==> src/rtl/calc_pkg.sv <==
// Shared widths, command record and scheduler state encoding for the calc result path.
package calc_pkg;

   localparam int DTYPE_W = 4;
   localparam int OP_W    = 5;
   localparam int SRC_W   = 16;
   localparam int CMD_W   = DTYPE_W + OP_W + 2 * SRC_W;

   typedef struct packed {
      logic [DTYPE_W-1:0] dtype;
      logic [OP_W-1:0]    operator;
      logic [SRC_W-1:0]   src1;
      logic [SRC_W-1:0]   src2;
   } cmd_t;

   // Encoding is visible on fsm_state: 0 idle, 1 issue, 2 wait for ALU, 3 wait for TX.
   typedef enum logic [1:0] {
      ST_IDLE     = 2'd0,
      ST_ISSUE    = 2'd1,
      ST_WAIT_ALU = 2'd2,
      ST_WAIT_TX  = 2'd3
   } state_t;

endpackage

==> src/rtl/cmd_fifo.sv <==
// Synchronous command FIFO; a push into a full FIFO is taken only when a pop
// happens in the same cycle.
module cmd_fifo #(
   parameter int DEPTH = 4,
   parameter int W     = 41
) (
   input  logic                     clk,
   input  logic                     n_rst,
   input  logic                     push,
   input  logic                     pop,
   input  logic [W-1:0]             din,
   output logic [W-1:0]             dout,
   output logic                     full,
   output logic                     empty,
   output logic [$clog2(DEPTH):0]   level
);

   localparam int AW = $clog2(DEPTH);
   localparam logic [AW:0] FULL_LVL = DEPTH[AW:0];

   logic [W-1:0]  mem [DEPTH];
   logic [AW-1:0] wr_ptr;
   logic [AW-1:0] rd_ptr;
   logic          do_push;
   logic          do_pop;

   assign empty   = (level == '0);
   assign full    = (level == FULL_LVL);
   assign do_pop  = pop && !empty;
   assign do_push = push && (!full || do_pop);
   assign dout    = mem[rd_ptr];

   // DEPTH is a power of two, so the pointers wrap by plain overflow.
   always_ff @(posedge clk or negedge n_rst) begin
      if (!n_rst) begin
         wr_ptr <= '0;
         rd_ptr <= '0;
         level  <= '0;
      end else begin
         if (do_push) wr_ptr <= wr_ptr + 1'b1;
         if (do_pop)  rd_ptr <= rd_ptr + 1'b1;
         case ({do_push, do_pop})
            2'b10:   level <= level + 1'b1;
            2'b01:   level <= level - 1'b1;
            default: level <= level;
         endcase
      end
   end

   always_ff @(posedge clk) begin
      if (do_push) mem[wr_ptr] <= din;
   end

endmodule

==> src/rtl/calc_sched.sv <==
// Command scheduler: queues parsed commands and feeds them one at a time to the
// ALU, waiting for the encoder to finish each result before the next issue.
module calc_sched
   import calc_pkg::*;
#(
   parameter int DEPTH   = 4,
   parameter int TIMEOUT = 1024
) (
   input  logic                     clk,
   input  logic                     n_rst,
   input  logic                     parser_done,
   input  logic [DTYPE_W-1:0]       dtype,
   input  logic [OP_W-1:0]          operator,
   input  logic [SRC_W-1:0]         src1,
   input  logic [SRC_W-1:0]         src2,
   input  logic                     alu_done,
   input  logic                     enc_done,
   output logic                     alu_start,
   output logic [DTYPE_W-1:0]       alu_dtype,
   output logic [OP_W-1:0]          alu_operator,
   output logic [SRC_W-1:0]         alu_src1,
   output logic [SRC_W-1:0]         alu_src2,
   output logic                     busy,
   output logic [$clog2(DEPTH):0]   fifo_level,
   output logic                     ovf,
   output logic                     tmo,
   output logic [7:0]               drop_cnt,
   output logic [1:0]               fsm_state
);

   // All strobes (parser_done, alu_done, enc_done, alu_start, ovf, tmo) are
   // single-cycle pulses with no back-pressure: a strobe arriving in a state
   // that does not expect it is ignored, never remembered.

   localparam int WD_W = $clog2(TIMEOUT + 1);
   localparam logic [WD_W-1:0] WD_LAST = WD_W'(TIMEOUT - 1);

   state_t          state;
   state_t          state_next;
   logic [WD_W-1:0] wd;
   cmd_t            cmd_in;
   cmd_t            head;
   logic            pop;
   logic            full;
   logic            empty;
   logic            drop;
   logic            expire;
   logic            load;

   assign cmd_in = '{dtype: dtype, operator: operator, src1: src1, src2: src2};
   assign pop    = (state == ST_ISSUE);
   assign drop   = parser_done && full && !pop;
   assign expire = (state == ST_WAIT_ALU) && (wd == WD_LAST) && !alu_done;
   // Fields are captured on entry to ISSUE so they are valid while alu_start is high.
   assign load   = (state == ST_IDLE) && !empty;

   cmd_fifo #(
      .DEPTH (DEPTH),
      .W     (CMD_W)
   ) u_fifo (
      .clk   (clk),
      .n_rst (n_rst),
      .push  (parser_done),
      .pop   (pop),
      .din   (cmd_in),
      .dout  (head),
      .full  (full),
      .empty (empty),
      .level (fifo_level)
   );

   always_ff @(posedge clk or negedge n_rst) begin
      if (!n_rst) state <= ST_IDLE;
      else        state <= state_next;
   end

   always_comb begin
      state_next = state;
      case (state)
         ST_IDLE:     if (!empty) state_next = ST_ISSUE;
         ST_ISSUE:    state_next = ST_WAIT_ALU;
         ST_WAIT_ALU: begin
            if (alu_done)    state_next = ST_WAIT_TX;
            else if (expire) state_next = ST_IDLE;
         end
         ST_WAIT_TX:  if (enc_done) state_next = ST_IDLE;
         default:     state_next = ST_IDLE;
      endcase
   end

   always_comb begin
      alu_start = 1'b0;
      busy      = 1'b0;
      tmo       = 1'b0;
      fsm_state = state;
      if (state == ST_ISSUE) alu_start = 1'b1;
      if (state != ST_IDLE)  busy      = 1'b1;
      if (expire)            tmo       = 1'b1;
   end

   // Watchdog runs only while waiting for the ALU and restarts from zero on every exit.
   always_ff @(posedge clk or negedge n_rst) begin
      if (!n_rst) begin
         wd <= '0;
      end else if (state == ST_WAIT_ALU && !alu_done && !expire) begin
         wd <= wd + 1'b1;
      end else begin
         wd <= '0;
      end
   end

   always_ff @(posedge clk or negedge n_rst) begin
      if (!n_rst) begin
         alu_dtype    <= '0;
         alu_operator <= '0;
         alu_src1     <= '0;
         alu_src2     <= '0;
      end else if (load) begin
         alu_dtype    <= head.dtype;
         alu_operator <= head.operator;
         alu_src1     <= head.src1;
         alu_src2     <= head.src2;
      end
   end

   always_ff @(posedge clk or negedge n_rst) begin
      if (!n_rst) begin
         ovf      <= 1'b0;
         drop_cnt <= '0;
      end else begin
         ovf <= drop;
         if (drop && drop_cnt != 8'hFF) drop_cnt <= drop_cnt + 1'b1;
      end
   end

endmodule

==> config.mk <==
export PLATFORM = sky130hd
export DESIGN_NAME = calc_sched
export DESIGN_NICKNAME = d
export VERILOG_FILES = /design/src/rtl/calc_pkg.sv /design/src/rtl/cmd_fifo.sv /design/src/rtl/calc_sched.sv
export SDC_FILE = /design/constraint.sdc
export NUM_CORES = 1
export LEC_CHECK = 0
export ABC_CLOCK_PERIOD_IN_PS = 2600
export CELL_PAD_IN_SITES_DETAIL_PLACEMENT = 2
export CELL_PAD_IN_SITES_GLOBAL_PLACEMENT = 2
export CORE_MARGIN = 3
export CORE_UTILIZATION = 38
export CTS_CLUSTER_SIZE = 28
export DETAILED_ROUTE_END_ITERATION = 7
export GPL_ROUTABILITY_DRIVEN = 0
export GPL_TIMING_DRIVEN = 0
export PLACE_DENSITY_LB_ADDON = 0.25
export SLEW_MARGIN = 0
export SYNTH_ARGS = -nofsm -noshare
export SYNTH_HDL_FRONTEND = slang
export SYNTH_HIERARCHICAL = 1
export SYNTH_SLANG_ARGS = --single-unit
==> constraint.sdc <==
create_clock -name clk -period 2.6 [get_ports clk]
set_clock_uncertainty 0.1 [all_clocks]
set_input_delay 0.39 -clock clk [delete_from_list [all_inputs] [get_ports clk]]
set_output_delay 0.39 -clock clk [all_outputs]
set_load 0.02 [all_outputs]
==> metrics <==
final hold violation count=0; RSZ-0062 raised after global routing=false; post-layout util=49.6%; CP arrival=2.01 ns; most frequent cells in the layout=edfxtp_1 (164), clkdlybuf4s50_1 (101), dfrtp_1 (68); CTS Buf Count=26; Root Driver=clkbuf_16; Worst-Skew Late Latency=0.52 ns; WP buf/inv=2; Crit. End Element=output port; Mapped Area=9030 sq um; Tmin final=2.50 ns; Vias/cell=4.98; worst slew pin tran=0.764 ns; crit path max fanout=5; GRT Overall Usage=16.3%; Top delay family on crit path=buffers and inverters; NumNets Final=642; DIE HEIGHT=160 um; WL final=20,300 um; Synthesized Nets=506; crit-path cells=buf_4 > or2_2 > clkdlybuf4s50_1; Final Total Pwr=13.7 mW; placed cells=870; P per Cell Area=1200 nW/um^2; number of synthesized flops with an enable pin=164; max-cap violations=0; CP peak stage delay=0.56 ns; Max VDD drop=0.580 mV; via count=4,596; Fillers=2,059; Initial Util=39.3%; Yosys warning total=6; fraction of layout cells with a size suffix above 1=26.6%; Mapped Cells=453; DPL Wire Length=12,400 um; Ports=104; commonest non-fill, non-tap cell in the layout=edfxtp_1; initial antenna violation count=0; status=complete, no violations; crit share post-route=96.2%; floorplan row count=55; clock sinks=234; Top FF cell, synth=edfxtp_1; Slew Viols, Final=0; global-route wire length before repair=32,600 um; final setup vio count=0; # DRC=0; Req. time, crit path=2.11 ns; Cell variety after synth=46; Post-Layout Cell Count=923; Port Buf Inserts=103; WS Path Type=reg -> out; Final ANT Viol Nets=0; CP Launch Type=flop; Mean Syn Cell Area=19.9 sq um; H-Tree Depth=1; die width=160 um; Crit-path slowest cell=clkdlybuf4s50_1; WL per Instance=22.0 um; DRT iter0 DRCs=284; fraction of synthesis flops using an asynchronous set or reset pin=29.9%; DR pass1 iterations=4; Worst slew margin=49.0%; die area=25,600 sq um; Core Region=23,000 sq um; design area=11,400 sq um; DP Area=10,500 sq um; Clock Path Buffers=3; Leak Pwr=4.04 nW; Yosys reg bits=234; gr ovfl total=0; register area share after synthesis=74.0%; min-delay worst type=in -> async; largest net degree at the start of global routing=42; Syn-to-layout area delta=26.4%; fmax=0.400 GHz; vias in the first global route=5,322; Clock transition at path regs=0.06 ns; CTS tree=yes
final timing paths:
check | endpoint | cells after the start | start | slack (ns)
hold reg to reg | wd[0] | 1 | wd[0] | 0.36
min in group clk | wd[0] | 1 | wd[0] | 0.36
max in group asynchronous | alu_src2[15] | 3 | n_rst | 1.53
setup / recovery | busy | 3 | fsm_state[0] | 0.1
setup reg to reg | u_fifo/level[1] | 8 | fsm_state[1] | 0.15
hold / removal | wd[3] | 2 | n_rst | 0.27
synth_stat cells, drive strengths merged, types with 3 or more instances:
library cell | number | area (sq um)
mux4 | 41 | 923
inv | 11 | 41.3
nand4 | 3 | 18.8
nor3 | 6 | 30.0
edfxtp | 164 | 4920
and2 | 5 | 31.3
nand2 | 9 | 33.8
nand3 | 8 | 40.0
buf | 15 | 123
clkbuf | 3 | 11.3
nor2 | 15 | 63.8
ha | 6 | 75.1
xor2 | 10 | 87.6
dfrtp | 70 | 1750
and3 | 3 | 20.0
mux2 | 45 | 507
xnor2 | 10 | 87.6
nor4 | 3 | 18.8
final cells by class:
type | instances | area (sq um) | area share (%)
buffer | 17 | 129 | 1.13
inverter | 11 | 46.3 | 0.406
multi-input combinational | 190 | 2190 | 19.2
antenna | 1 | 2.50 | 0.0219
timing repair buffer | 109 | 1100 | 9.61
sequential | 234 | 6680 | 58.5
clock inverter | 11 | 146 | 1.28
clock buffer | 37 | 732 | 6.42
tap | 313 | 392 | 3.43
metal layers:
| layer | part of all wire [%] | GRT usage, % | vias to the layer above | wire length [um] |
|---|---|---|---|---|
| met3 | 4.4 | 3.68 | 28 | 883 |
| met4 | 2.1 | 3.27 | 0 | 424 |
| li1 | - | - | 2041 | - |
| met2 | 51 | 27.6 | 103 | 10300 |
| met1 | 43 | 21.8 | 2424 | 8700 |
| met5 | 0 | 0 | - | 0 |
flip-flops by register name, indices dropped and copies added (netlist names), 3 cells and up:
signal	flops
alu_dtype	4
alu_operator	5
alu_src2	16
u_fifo/level	3
alu_src1	16
wd	11
drop_cnt	8
u_fifo/mem	164
what timing repair did:
item,CTS,global route
endpoints found under the setup margin,167,167
pin swaps,0,1
buffers inserted,2,2
hold buffers,1,0
hold endpoints to repair,29,0
resized for setup,2,6
gates cloned,0,0
kinds of logic after synthesis:
group	count (synthesis)	share of synthesized area, %
adder cells (fa/ha/maj)	7	1.05
AND/OR/NAND/NOR	64	4.06
AO/OA/AOI/OAI	11	0.970
buffers and inverters	29	1.94
multiplexers	88	16.1
flip-flops	234	74.0
XOR/XNOR	20	1.94
power by group:
group	switching (mW)	leakage [nW]	internal, mW
registers	0.452	2.36	5.05
clock network	1.44	0.427	2.26
logic	2.26	1.25	2.25
total	4.15	4.04	9.56
metrics by stage:
step / setup WS (ns) / hold WS, ns / TNS, ns
global placement: -2.35 / 0.342 / -196.48
floorplan: 0.00798 / -0.00559 / 0
CTS: -0.349 / 0.268 / -54.96
global route: 0.0122 / 0.302 / 0
finish: 0.100 / 0.274 / 0
detailed placement: -0.411 / 0.270 / -64.33
(Power assumes the default switching activity.)
